File: src/rtl/arb_requester.sv
// arb_requester: per-client pending counters driving an arbiter request vector;
// defining ARB_REQUESTER_STARVE_EN adds per-client wait counters and sticky starve flags.
module arb_requester #(
    parameter int CLIENTS  = 32,
    parameter int CNT_W    = 4,
    parameter int MAX_WAIT = 64
) (
    input  logic               clock,
    input  logic               reset,
    input  logic [CLIENTS-1:0] push,
    output logic [CLIENTS-1:0] full,
    output logic [CLIENTS-1:0] request,
    input  logic [CLIENTS-1:0] grant,
    input  logic               stall,
    output logic [CLIENTS-1:0] served,
    output logic [31:0]        served_total,
    output logic [CLIENTS-1:0] overflow_err,
    output logic               spurious_err,
    output logic [CLIENTS-1:0] starve
);
    logic [CLIENTS-1:0][CNT_W-1:0] pending_q, pending_d;
    logic [CLIENTS-1:0] served_q, served_d, overflow_q, overflow_d, consume, accept;
    logic [31:0] served_total_q, served_total_d;
    logic spurious_q, spurious_d;

    always_comb begin
        full = '0;
        request = '0;
        for (int i = 0; i < CLIENTS; i++) begin
            full[i] = pending_q[i] == '1;
            request[i] = pending_q[i] != '0;
        end
    end

    // full is taken pre-update, so a push on a full cycle is dropped even if that client is also consumed
    always_comb begin
        consume = grant & request & {CLIENTS{!stall}};
        accept = push & ~full;
        served_d = consume;
        overflow_d = overflow_q | (push & full);
        spurious_d = spurious_q | (!stall && ((grant & ~request) != '0 ||
                                              (grant & (grant - CLIENTS'(1))) != '0));
        served_total_d = served_total_q;
        pending_d = pending_q;
        for (int i = 0; i < CLIENTS; i++) begin
            served_total_d = served_total_d + 32'(consume[i]);
            pending_d[i] = accept[i] == consume[i] ? pending_q[i] :
                           accept[i] ? pending_q[i] + CNT_W'(1) : pending_q[i] - CNT_W'(1);
        end
    end

    always_ff @(posedge clock) begin
        if (reset) begin
            pending_q <= '0;
            served_q <= '0;
            served_total_q <= '0;
            overflow_q <= '0;
            spurious_q <= 1'b0;
        end else begin
            pending_q <= pending_d;
            served_q <= served_d;
            served_total_q <= served_total_d;
            overflow_q <= overflow_d;
            spurious_q <= spurious_d;
        end
    end

    assign served = served_q;
    assign served_total = served_total_q;
    assign overflow_err = overflow_q;
    assign spurious_err = spurious_q;

`ifdef ARB_REQUESTER_STARVE_EN
    localparam int WAIT_W = $clog2(MAX_WAIT + 1);
    logic [CLIENTS-1:0][WAIT_W-1:0] age_q, age_d;
    logic [CLIENTS-1:0] starve_q, starve_d;

    always_comb begin
        age_d = age_q;
        starve_d = starve_q;
        for (int i = 0; i < CLIENTS; i++) begin
            age_d[i] = (!request[i] || consume[i]) ? '0 :
                       age_q[i] == WAIT_W'(MAX_WAIT) ? age_q[i] : age_q[i] + WAIT_W'(1);
            starve_d[i] = starve_q[i] | (age_d[i] == WAIT_W'(MAX_WAIT));
        end
    end

    always_ff @(posedge clock) begin
        if (reset) begin
            age_q <= '0;
            starve_q <= '0;
        end else begin
            age_q <= age_d;
            starve_q <= starve_d;
        end
    end

    assign starve = starve_q;
`else
    assign starve = '0;
`endif
endmodule

File: config.mk
export PLATFORM = sky130hd
export DESIGN_NAME = arb_requester
export DESIGN_NICKNAME = d
export VERILOG_FILES = /design/src/rtl/arb_requester.sv
export SDC_FILE = /design/constraint.sdc
export NUM_CORES = 1
export LEC_CHECK = 0
export ABC_AREA = 1
export CELL_PAD_IN_SITES_DETAIL_PLACEMENT = 0
export CELL_PAD_IN_SITES_GLOBAL_PLACEMENT = 1
export CORE_ASPECT_RATIO = 0.9
export CORE_UTILIZATION = 38
export DETAILED_ROUTE_END_ITERATION = 10
export PLACE_DENSITY_LB_ADDON = 0.1
export SYNTH_ARGS = -nofsm -noshare
export SYNTH_HDL_FRONTEND = slang
export SYNTH_SLANG_ARGS = --single-unit
File: constraint.sdc
create_clock -name clock -period 6.6 [get_ports clock]
set_input_delay 0.66 -clock clock [delete_from_list [all_inputs] [get_ports clock]]
set_output_delay 0.66 -clock clock [all_outputs]
set_load 0.1 [all_outputs]
Word-level counts from Yosys, hierarchy flattened
Cells that the tools add are included.

Flip-flop bits (word level): 225. Bits of input ports: 67. Output and inout bits: 193. Logic and storage cells: 276.

Add/sub/neg operators: 97. Equality and inequality tests: 64. Mux-type cells: 32. Bitwise gates (word level): 10. Reductions and logical operators: 37.

Operator list (number): $add 32x1->32 (32); $and 32x32->32 (6); $add 4x1->4 const B (32); $eq 4x4->1 const B (32); $mux 4 (32); $reduce_bool 4->1 (32); $sub 4x1->4 const B (32); $not 32->32 (2); $reduce_bool 32->1 (2); $eq 1x1->1 (32); $or 32x32->32 (1); $sub 32x1->32 const B (1); $logic_and 1x1->1 (1); $logic_not 1->1 (1); $logic_or 1x1->1 (1); $or 1x1->1 (1).

Depth between registers and ports, before layout
Gate-level depths: netlist of run 1.

Depth after elaboration: 35. Mapped depth: 28. Mapped depth without buffers: 28.

Least setup slack after synthesis of run 1
OpenSTA, ideal clock, no wires.

Kind: flip-flop to flip-flop. From: reg pending_q[3] (netlist name). To: reg served_total_q[30] (netlist: served_total[30]). Library setup time: 0.071 ns. Arrival: 6.428 ns. Required time: 6.529 ns. Setup slack: 0.101 ns. Cell stages (with the launch flop): 28. Buffers on the path: 0. Clock period less this slack: 6.499 ns. Cells stage by stage: dfxtp_1 -> nor2_1 -> nand3_1 -> nand3_1 -> inv_1 -> fa_1 -> inv_1 -> fa_1 -> fa_1 -> fa_1 -> fa_1 -> inv_1 -> fa_1 -> fa_1 -> fa_1 -> nand2_2 -> nand3_2 -> o21ai_2 -> o21ai_4 -> nand2_2 -> nand2_2 -> nand2_2 -> clkinv_2 -> nand2_4 -> clkinv_1 -> nand2_1 -> nand2_1 -> a21oi_1.

Cells in the longest elaborated chain, start to end: 35.

RTL lines: from (decl) (RTL line 21) `logic [CLIENTS-1:0][CNT_W-1:0] pending_q, pending_d;`; from (signal assigned) (RTL line 60) `pending_q <= pending_d;`; $reduce_bool 4->1 (RTL line 31) `request[i] = pending_q[i] != '0;`; named net request[0] (RTL line 12) `output logic [CLIENTS-1:0] request,`; $and 32x32->32 (2 in a row) (RTL line 37) `consume = grant & request & {CLIENTS{!stall}};`; named net consume[0] (RTL line 22) `logic [CLIENTS-1:0] served_q, served_d, overflow_q, overflow_d, consume, accept;`; $add 32x1->32 (32 in a row) (RTL line 46) `served_total_d = served_total_d + 32'(consume[i]);`; to (signal assigned) (RTL line 62) `served_total_q <= served_total_d;`; to (decl) (RTL line 23) `logic [31:0] served_total_q, served_total_d;`.

The timed path passes the listed nets, and every way through them passes these cells. A chain may end at the register's enable or synchronous reset.

Worst setup path after layout of run 1
From: in stall. To: reg served_total_q[30] (netlist: served_total[30]).

Elaborated cells on any way between the ends: 34. Classes of those cells: add/sub (32); bitwise (1); reduce/logical (1).

RTL lines: from (decl) (RTL line 14) `input logic stall,`; $logic_not 1->1 (RTL line 37); $and 32x32->32 (RTL line 37); named net consume[16] (RTL line 22); $add 32x1->32 (16 in a row) (RTL line 46).

The timed path passes the listed nets, and every way through them passes these cells.

==> results of run 1 <==
-- metrics by stage --
step	hold slack, ns	std cells
4_1_cts	0.469	2546
2_1_floorplan	0.444	1820
3_3_place_gp	0.449	2498
3_5_place_dp	0.456	2498
5_1_grt	0.490	2547
6_report	0.462	2547
-- sequential cells by signal, indices dropped and copies added (netlist names) --
register,flops
pending_q,128
overflow_err,32
served,32
served_total,32
spurious_err,1
-- synthesized netlist by cell type, drive strengths merged --
master	instances
xnor2	35
ha	79
nand4	70
nor3	11
mux2i	12
nand3	94
o21a	2
xor2	3
nand2	233
conb	1
o21bai	1
or2	1
or3	1
nor4	3
inv	218
nor3b	1
clkinv	2
fa	58
dfxtp	225
and2	1
and3	3
a21oi	214
o22ai	1
a211oi	32
o21ai	160
mux2	10
clkbuf	23
nor2	258
buf	37
-- worst paths after layout --
check                               from                          end  slack, ns  depth (start not counted)
max                                stall  served_total[30]$_SDFF_PP0_       0.47                         28
max reg2reg   pending_q[16]$_SDFFE_PP0P_  served_total[30]$_SDFF_PP0_       0.66                         25
min reg2reg  overflow_err[16]$_SDFF_PP0_  overflow_err[16]$_SDFF_PP0_       0.46                          2
min          overflow_err[16]$_SDFF_PP0_  overflow_err[16]$_SDFF_PP0_       0.46                          2
-- tightest hold or removal path, stage by stage, from the launching register on --
cell and delay [ns]:
dfxtp_1 0.32, a21oi_1 0.04, nor2_1 0.07
-- cell families after synthesis --
kind of cell / synth area share
xor gates and xnor gates: 0.0246
buffers and inverters: 0.0869
muxes: 0.0172
adders and majority gates: 0.159
AOI/OAI and AO/OA: 0.161
DFF: 0.332
other: 0.000277
and+or+nand+nor: 0.219
-- power by group through the flow --
stage	Sequential (mW)	Combinational, mW	Clock, mW
global placement	1.71	2.62	0
floorplan	1.85	1.86	0
global route	1.71	2.95	1.63
detailed placement	1.71	2.65	0
finish	1.68	2.63	1.54
CTS	1.68	2.67	1.58
-- per-layer routing --
layer | share of wire | wire length (µm)
met1 | 0.50 | 19800
met2 | 0.43 | 16800
met3 | 0.055 | 2160
met4 | 0.017 | 662
met5 | 0 | 0
-- final cells by class --
class	instances	area, µm²
well taps	469	587
flip-flops and latches	225	4500
clock inverters	8	98.8
repair buffers	269	2600
multi-input cells	1315	7990
clock buffers	40	807
inverters	220	828
fillers	3504	17600
diodes	1	2.50
==> results.sh, run 1 <==
export IMPL_drc=0
export IMPL_cpMaxStageDelayCell="fa_1"
export IMPL_vias_per_cell=4.95
export IMPL_drtAntennaViolNets=0
export IMPL_layout_common_cells="nor2_1, clkdlybuf4s50_1, dfxtp_1"
export IMPL_power_frac_comb=0.450
export IMPL_grt_pass1_wl_um=63800
export IMPL_clkLatencyLatePin_ns=0.55
export IMPL_p_int_mw=3.29
export IMPL_nNetsFinal=2263
export IMPL_cts_hold_buf=0
export IMPL_yosys_area_top_type="dfxtp_1"
export IMPL_pwr_share_seq=0.288
export IMPL_port_buffers=227
export IMPL_numCtsBuffers=28
export IMPL_cp_max_fo=21
export IMPL_crit_path_end_kind="flop"
export IMPL_synth_warning_count=0
export IMPL_antenna_found_initial=1
export IMPL_dieArea_um2=36400
export IMPL_routedWlPerCell_um=15.5
export IMPL_outcome="finished clean"
export IMPL_syn_to_final_growth_pct=28.5
export IMPL_period_needed_ns=6.13
export IMPL_vdd_drop_max_mv=0.255
export IMPL_swShare=0.438
export IMPL_grt_busiest_layer="met2"
export IMPL_overflow=0
export IMPL_post_cts_buffers=0
export IMPL_slew_violations=0
export IMPL_rsz0062_at_grt="no"
export IMPL_drt_initial_drc_count=600
export IMPL_dp_slack_ns=-0.120
export IMPL_via_count=12613
export IMPL_track_usage=0.216
export IMPL_drive_above_1_share=0.0616
export IMPL_syn_area_um2=13600
export IMPL_totalNegativeSetupSlack_ns=0
export IMPL_cts_clk_slew_worst_paths_ns=0.06
export IMPL_drv_cap=0
export IMPL_worstPathArrival_ns=6.61
export IMPL_maxSlewHeadroom=0.280
export IMPL_drt_pass1_iter_count=5
export IMPL_die_h_um=181
export IMPL_grt_max_degree=84
export IMPL_synth_area_leaders="dfxtp_1, fa_1, a21oi_1, ha_1, nor2_1"
export IMPL_final_setup_viol_count=0
export IMPL_grt_pass1_vias=11971
export IMPL_layout_commonest_cell="nor2_1"
export IMPL_dpl_hpwl_um=30500
export IMPL_power_mw=5.85
export IMPL_worst_ep_required_time_ns=7.08
export IMPL_ios=260
export IMPL_setup_ws_ns=0.474
export IMPL_cts_num_sinks=225
export IMPL_start_util=0.387
export IMPL_ys_seq_area_frac=0.332
export IMPL_slowest_delay_ns=0.56
export IMPL_routed_wl_um=39500
export IMPL_use_met2=0.335
export IMPL_post_synth_top_area_fraction=0.332
export IMPL_fmax_mhz=163
export IMPL_met1_usage=0.312
export IMPL_ys_seq_elements=225
export IMPL_cpMostUsedCell="fa_1"
export IMPL_power_density_nw_per_um2=336
export IMPL_tightest_slew_ns=1.08
export IMPL_fin_skew_ns=0.00910
export IMPL_cts_resized=0
export IMPL_worstSetupPathType="primary input to flop"
export IMPL_final_hold_viol_count=0
export IMPL_synth_cell_types=42
export IMPL_stdcell_area_um2=17400
export IMPL_num_rows=65
export IMPL_synthCells=1789
export IMPL_clkPwrFrac=0.262
export IMPL_place_area_um2=16500
export IMPL_cts_root_buf="clkbuf_16"
export IMPL_cp_start_kind="primary input"
export IMPL_power_leakage_nw=7.82
export IMPL_core_region_area_um2=35100
export IMPL_cts_tree="yes"
export IMPL_cts_max_path_buffers=3
export IMPL_final_core_util=0.497
export IMPL_ctsHtreeMaxLevel=1
export IMPL_min_period_over_period=0.928
export IMPL_timing_critical_path_buf_inv=8
export IMPL_postSynthAreaPerCell_um2=7.58
export IMPL_gp_congestion=0.869
export IMPL_use_met3=0.0420
export IMPL_path_delay_family="adder cells"
export IMPL_die_w_um=201
export IMPL_hold_path_class="flop to flop"
export IMPL_power_switching_mw=2.56
(Power assumes the default switching activity.)
==> inputs of run 2 (changes only) <==
SETUP_SLACK_MARGIN = 0.2   (was default)
==> results.sh, run 2 (synthesis results as in run 1) <==
export IMPL_cts_root_buf="clkbuf_16"
export IMPL_cp_max_fo=15
export IMPL_reg2reg_slack_ns=0.72
export IMPL_antenna_found_initial=0
export IMPL_tightest_slew_ns=1.09
export IMPL_cp_start_kind="primary input"
export IMPL_hold_path_class="flop to flop"
export IMPL_die_w_um=201
export IMPL_num_rows=65
export IMPL_clkLatencyLatePin_ns=0.57
export IMPL_dp_slack_ns=-0.0937
export IMPL_swShare=0.429
export IMPL_min_from="overflow_err[6]$_SDFF_PP0_"
export IMPL_vdd_drop_max_mv=0.209
export IMPL_final_setup_viol_count=0
export IMPL_pwr_share_seq=0.279
export IMPL_setup_ws_ns=0.565
export IMPL_nNetsFinal=2268
export IMPL_vias_per_cell=4.96
export IMPL_ff2ff_path_depth=25
export IMPL_cts_clk_slew_worst_paths_ns=0.06
export IMPL_period_needed_ns=6.03
export IMPL_hold_path_depth=2
export IMPL_numCtsBuffers=28
export IMPL_die_h_um=181
export IMPL_drt_pass1_iter_count=5
export IMPL_syn_to_final_growth_pct=29.8
export IMPL_routed_wl_um=40000
export IMPL_via_count=12680
export IMPL_slowest_delay_ns=0.57
export IMPL_start_util=0.387
export IMPL_overflow=0
export IMPL_power_switching_mw=2.59
export IMPL_port_buffers=227
export IMPL_cpMostUsedCell="fa_1"
export IMPL_final_hold_viol_count=0
export IMPL_dieArea_um2=36400
export IMPL_fin_skew_ns=0.0181
export IMPL_track_usage=0.218
export IMPL_cts_tree="yes"
export IMPL_cts_hold_buf=0
export IMPL_slew_violations=0
export IMPL_ctsHtreeMaxLevel=1
export IMPL_regMostFlops="pending_q"
export IMPL_core_region_area_um2=35100
export IMPL_whs_ns=0.462
export IMPL_gp_congestion=0.886
export IMPL_worst_ep_required_time_ns=7.08
export IMPL_cts_num_sinks=225
export IMPL_layout_commonest_cell="nor2_1"
export IMPL_grt_pass1_vias=11873
export IMPL_drive_above_1_share=0.0695
export IMPL_regToRegStartpoint="pending_q[17]$_SDFFE_PP0P_"
export IMPL_path_delay_family="adder cells"
export IMPL_hold_end="overflow_err[6]$_SDFF_PP0_"
export IMPL_diodes=0
export IMPL_drc=0
export IMPL_grt_pass1_wl_um=63600
export IMPL_cpMaxStageDelayCell="fa_1"
export IMPL_power_frac_comb=0.440
export IMPL_power_density_nw_per_um2=343
export IMPL_cts_max_path_buffers=3
export IMPL_p_int_mw=3.45
export IMPL_min_period_over_period=0.914
export IMPL_rsz0062_at_grt="no"
export IMPL_ios=260
export IMPL_largest_reg_flops=128
export IMPL_r2r_end="served_total[30]$_SDFF_PP0_"
export IMPL_outcome="finished clean"
export IMPL_drtAntennaViolNets=0
export IMPL_drv_cap=0
export IMPL_fmax_mhz=166
export IMPL_maxSlewHeadroom=0.274
export IMPL_crit_path_end_kind="flop"
export IMPL_worstPathArrival_ns=6.52
export IMPL_n_fill_cell=3425
export IMPL_grt_max_degree=55
export IMPL_drt_initial_drc_count=695
export IMPL_routedWlPerCell_um=15.6
export IMPL_dpl_hpwl_um=31100
export IMPL_power_leakage_nw=7.93
export IMPL_timing_critical_path_buf_inv=8
export IMPL_clkPwrFrac=0.281
export IMPL_worstSetupPathType="primary input to flop"
export IMPL_layout_common_cells="nor2_1, clkdlybuf4s50_1, dfxtp_1"
export IMPL_cp_startpoint="stall"
==> run 2: cell count changes in the layout (fill, tap and decap cells not counted), sizes merged <==
cell,delta
inv,-1
diode,-1
clkbuf,+3
bufinv,+3
clkinvlp,-2
buf,+5
==> run 2: how the worst max path moves through the flow <==
stage                                        to  depth (start not counted)
finish              served_total[30]$_SDFF_PP0_                         28
global route        served_total[30]$_SDFF_PP0_                         28
CTS                 served_total[30]$_SDFF_PP0_                         28
detailed placement  served_total[30]$_SDFF_PP0_                         28
global placement    served_total[30]$_SDFF_PP0_                         28
floorplan           served_total[30]$_SDFF_PP0_                         25
==> run 2: what timing repair did <==
item	CTS	global route
setup endpoints to repair	0	1
resized for setup	0	1
setup buffers	0	0
==> run 2: layout make-up <==
cell class / count / area (µm²) / area share
inverter: 220 / 828 / 0.0471
multi-input combinational: 1315 / 8030 / 0.456
clock buffer: 43 / 848 / 0.0482
timing repair buffer: 274 / 2640 / 0.150
clock inverter: 8 / 165 / 0.00939
tap: 469 / 587 / 0.0333
sequential: 225 / 4500 / 0.256
==> run 2: routing by layer <==
layer  up-vias  GRT usage  wire, µm
met2       307      0.329     17000
met1      5827      0.318     20000
li1       6493          -         -
met5         -          0         0
met4         0     0.0568       896
met3        53     0.0350      2100
==> run 2: power by group through the flow <==
stage          Clock (mW)  Sequential (mW)  Combinational, mW
6_report             1.70             1.68               2.66
5_1_grt              1.80             1.71               2.94
4_1_cts              1.74             1.68               2.68
3_5_place_dp            0             1.71               2.67
3_3_place_gp            0             1.71               2.63
2_1_floorplan           0             1.85               1.87
==> run 2: per-stage QoR <==
stage               instances  area, µm²   util  power [mW]  setup TNS, ns
floorplan                1820      13700      -        3.72              0
global placement         2503      16600  0.473        4.34        -0.0880
detailed placement       2503      16600  0.473        4.38         -0.256
CTS                      2554      17600  0.502        6.10              0
global route             2554      17600  0.502        6.46              0
finish                   2554      17600  0.502        6.03              0
==> run 2: worst register-to-register path: stages, from the launching register on <==
cell and delay, ns:
dfxtp_1 0.42, nor2_1 0.07, nand2_1 0.21, nand3_1 0.17, fa_1 0.67, fa_1 0.46, fa_1 0.55, fa_1 0.44
fa_1 0.51, inv_1 0.05, fa_1 0.45, fa_2 0.37, fa_1 0.41, nand2_2 0.10, nand3_2 0.06, o21ai_2 0.10
o21ai_4 0.10, nand2_2 0.07, nand2_2 0.05, nand2_2 0.07, clkinv_2 0.09, nand2_4 0.08, clkinv_1 0.08, nand2_1 0.06
nand2_1 0.05, a21oi_1 0.11
==> variant 1, RTL diff (config.mk and constraints of run 2) <==
Register the output `overflow_err` once more, with the module's reset; this adds one clock of latency there. The other outputs are not delayed to match.
--- a/src/rtl/arb_requester.sv
+++ b/src/rtl/arb_requester.sv
@@ -69,3 +69,9 @@
     assign served_total = served_total_q;
-    assign overflow_err = overflow_q;
+    always_ff @(posedge clock) begin
+        if (reset) begin
+            overflow_err <= '0;
+        end else begin
+            overflow_err <= overflow_q;
+        end
+    end
     assign spurious_err = spurious_q;
Check against the original RTL: same outputs for any inputs over 4 cycles, from zero or initial values and one cycle with reset high; that may be too few to reach the edited logic, so the function may still have changed.
==> variant 1 against run 2 <==
Total power rose by 6.0%. Setup slack worse by 0.12 ns. Design area grew 5.6%. Synthesized area increased by 6.4%. Sequential cell count up 32. Wire length increased by 3.5%. Non-clock buffer count increased by 1. Maximum frequency fell by 1.9%. Synthesized cell count is 6.1% higher. Global-route usage decreased by 0.48 points. Cell count up 4.9%. Critical endpoint is now served_total[26]$_SDFF_PP0_.
==> variant 1: results (changes against run 2) <==
[metrics] GP Congestion: 0.847 (-4.4%)
[metrics] number of global-route vias before repair: 12599 (+6.1%)
[metrics] worst ir drop on vdd: 0.000252 V (+21%)
[metrics] number of antenna violations at the first check in global routing: 1 (+1)
[metrics] share of synthesized area occupied by flip-flops and latches: 35.7% (+2.4 points)
[metrics] result of the run: complete, no violations
[metrics] wire length after detailed routing: 41400 um (+3.5%)
[metrics] combined global-route utilization of all metal layers: 21.3% (-0.48 points)
[metrics] highest metal layer used by the detailed router: met5
[metrics] data arrival time of the critical path: 6.65 ns (+0.13 ns)
[metrics] final routed wire length divided by cell count: 15.4 um (-1.3%)
[metrics] Internal Dissipation: 3.73 mW (+8.1%)
[metrics] first-pass GRT wire length: 66700 um (+4.8%)
[metrics] hold-critical path endpoint: overflow_err[14]$_SDFF_PP0_
[metrics] Post-synth top cells: 263 x nand2_1, 259 x inv_1, 257 x dfxtp_1
[metrics] arithmetic-cell share of the synthesized area counting full adders, half adders and majority gates: 14.9% (-0.95 points)
[metrics] global-route met1 utilization: 30.3% (-1.5 points)
[metrics] synthesized-area fraction occupied by ao, oa, aoi and oai cells: 15.6% (-0.46 points)
[metrics] met1 routed wirelength after detailed routing: 20200 um (+1.4%)
[metrics] maximum number of pins on one net before global-route repair: 90 (+64%)
[metrics] number of placement rows: 67 (+3.1%)
[metrics] number of cells on the worst reg-to-reg path: 23 (-8.0%)
[metrics] leak pwr: 8.27 nW (+4.3%)
[metrics] total cell area at the placement stage: 17400 sq um (+5.0%)
[metrics] leading cell types by total area after synthesis: dfxtp_1 36%, fa_1 8.1%, a21oi_1 7.6%
[metrics] number of different library cells in the post-synthesis netlist: 41 (-2.4%)
[metrics] post-layout net count: 2378 (+4.9%)
[metrics] hold path startpoint: overflow_q[14]$_SDFF_PP0_
variant 1: cell types whose count changed after synthesis, sizes merged, moves of 3 or more:
cell,delta
buf,+3
a21oi,+7
nand4,+4
inv,+43
nor2,-9
nand3,-5
xnor2,-3
dfxtp,+32
o21ai,+6
nand2,+33
variant 1: metrics by stage:
stage               setup WS (ns)  hold WS, ns  setup TNS [ns]  cells
floorplan                   0.216        0.410               0   1930
global placement           -0.407        0.417           -3.72   2621
detailed placement         -0.452        0.421           -4.35   2621
CTS                         0.240        0.429               0   2679
global route                0.214        0.448               0   2680
finish                      0.445        0.426               0   2680
variant 1: cell type report:
class	instances	area, sq um
inverters	262	988
clock inverters	18	275
repair buffers	275	2660
well taps	483	604
clock buffers	38	832
fillers	3644	18700
flip-flops and latches	257	5140
multi-input cells	1347	8080
variant 1: repair_timing:
action | in CTS | in global routing
setup buffers | 2 | 1
resized for setup | 1 | 5
endpoints found under the setup margin | 6 | 9
pin swaps | 0 | 2
==> variant 2, RTL diff (flow settings as in run 2) <==
Without the edit above. The option `ARB_REQUESTER_STARVE_EN` is turned on by a define.
--- a/src/rtl/arb_requester.sv
+++ b/src/rtl/arb_requester.sv
@@ -2,2 +2,4 @@
 // defining ARB_REQUESTER_STARVE_EN adds per-client wait counters and sticky starve flags.
+`define ARB_REQUESTER_STARVE_EN
+
 module arb_requester #(
Check against the original RTL: no difference found for any inputs over 4 cycles, from zero or initial values and one cycle with reset high; that may be too few to reach the edited logic, so the function may still have changed.
==> variant 2 against run 2 <==
Design area is 81% higher. Sequential power up 100%. Setup slack better by 0.027 ns. Highest routed layer is now met5. Synthesized area is 93% higher. Total power rose by 59%. Register-to-register slack got worse by 0.08 ns. Global-route usage fell by 1.9 points. Largest cell class unchanged. Wire length is 76% higher. Maximum frequency rose by 0.46%. Sequential cell count rose by 256. Utilization decreased by 3.1 points.
==> variant 2: results (changes against run 2) <==
[metrics] post-detailed-placement half-perimeter wirelength: 53500 um (+72%)
[metrics] timing startpoint of the critical path: grant[6]
[metrics] number of global-route vias before repair: 21484 (+81%)
[metrics] share of cell area taken by flip-flops and latches: 30.3% (+4.7 points)
[metrics] Synth Instances: 3558 (+99%)
[metrics] multi-input logic area: 14400 sq um (+80%)
[metrics] mean number of vias per cell: 4.80 (-3.3%)
[metrics] number of different library cells in the post-synthesis netlist: 44 (+4.8%)
[metrics] slowest stage delay, CP: 0.59 ns (+0.02 ns)
[metrics] critical register-to-register path endpoint: served_total[24]$_SDFF_PP0_
[metrics] fraction of final layout cells sized beyond drive strength 1: 5.27% (-1.7 points)
[metrics] XOR/XNOR share of the synthesized area: 5.06% (+2.6 points)
[metrics] arithmetic-cell share of the synthesized area counting full adders, half adders and majority gates: 11.3% (-4.6 points)
[metrics] Layout Utilization: 47.1% (-3.1 points)
[metrics] number of antenna violations at the first check in global routing: 1 (+1)
[metrics] clock buffer count: 81 (+88%)
[metrics] result of the run: complete, no violations
[metrics] global-route met1 utilization: 28.3% (-3.6 points)
[metrics] Post-synth top cells: 521 x nor2_1, 520 x nand2_1, 504 x inv_1
[metrics] non-clock inverter count: 505 (+130%)
[metrics] highest metal layer used by the detailed router: met5
[metrics] register-to-register setup slack: 0.64 ns (-0.08 ns)
[metrics] first-pass GRT wire length: 113000 um (+77%)
[metrics] critical-path maximum fanout: 6 (-9)
[metrics] combined global-route utilization of all metal layers: 19.9% (-1.9 points)
[metrics] H-tree depth: 2 (+1)
[metrics] count of vias placed by the detailed router: 22959 (+81%)
[metrics] worst slack at placement: -0.0348 ns (+0.0589 ns)
[metrics] worst clock skew on the final layout: 0.0166 ns (-0.00155 ns)
[metrics] clock network latency to the later pin of the worst-skew pair: 0.61 ns (+0.04 ns)
[metrics] data arrival time of the critical path: 6.49 ns (-0.03 ns)
[metrics] routed wl met2: 30200 um (+77%)
[metrics] total cell area at the placement stage: 30000 sq um (+81%)
[metrics] NonClk Buf Share: 9.36% (-5.6 points)
[metrics] met3 wire length: 3020 um (+44%)
[metrics] met1 routed wirelength after detailed routing: 35500 um (+78%)
[metrics] actual transition at the worst max-transition pin: 1.08 ns (-0.00254 ns)
[metrics] hold-critical path endpoint: starve[9]$_SDFF_PP0_
[metrics] Layout fillers: 6840 (+100%)
[metrics] hold path startpoint: starve[9]$_SDFF_PP0_
[metrics] worst ir drop on vdd: 0.000288 V (+38%)
[metrics] multiplexer share of the synthesized area: 0.708% (-1.0 points)
[metrics] startpoint of the most critical register-to-register path: pending_q[25]$_SDFFE_PP0P_
[metrics] number of cells on the worst reg-to-reg path: 24 (-4.0%)
[metrics] share of synthesized area occupied by flip-flops and latches: 36.8% (+3.6 points)
[metrics] GP Congestion: 0.840 (-5.2%)
[metrics] count of input and output buffers: 259 (+14%)
[metrics] post-layout net count: 4138 (+82%)
[metrics] flip-flop and latch count: 481 (+110%)
[metrics] Non-Clock Buffer Count: 309 (+13%)
## variant 2: changes by cell type in the layout (fill, tap and decap cells not counted), sizes merged, moves of 57 or more
cell	delta
a21oi	+57
dfxtp	+256
ha	+64
inv	+289
nand2	+289
nand3	+196
nor2	+270
nor3	+133
xor2	+102
## variant 2: worst max-delay path by stage
stage,endpoint,slack [ns],cells past startpoint
floorplan,served_total[24]$_SDFF_PP0_,0.20,24
global placement,served_total[30]$_SDFF_PP0_,-0.007,24
detailed placement,served_total[24]$_SDFF_PP0_,-0.03,23
CTS,served_total[30]$_SDFF_PP0_,0.56,25
global route,served_total[24]$_SDFF_PP0_,0.24,24
finish,served_total[24]$_SDFF_PP0_,0.59,23
## variant 2: power breakdown
group | internal (mW) | switching, mW
sequential | 3.13 | 0.235
combinational | 1.03 | 2.13
clock | 1.83 | 1.25
total | 5.98 | 3.62
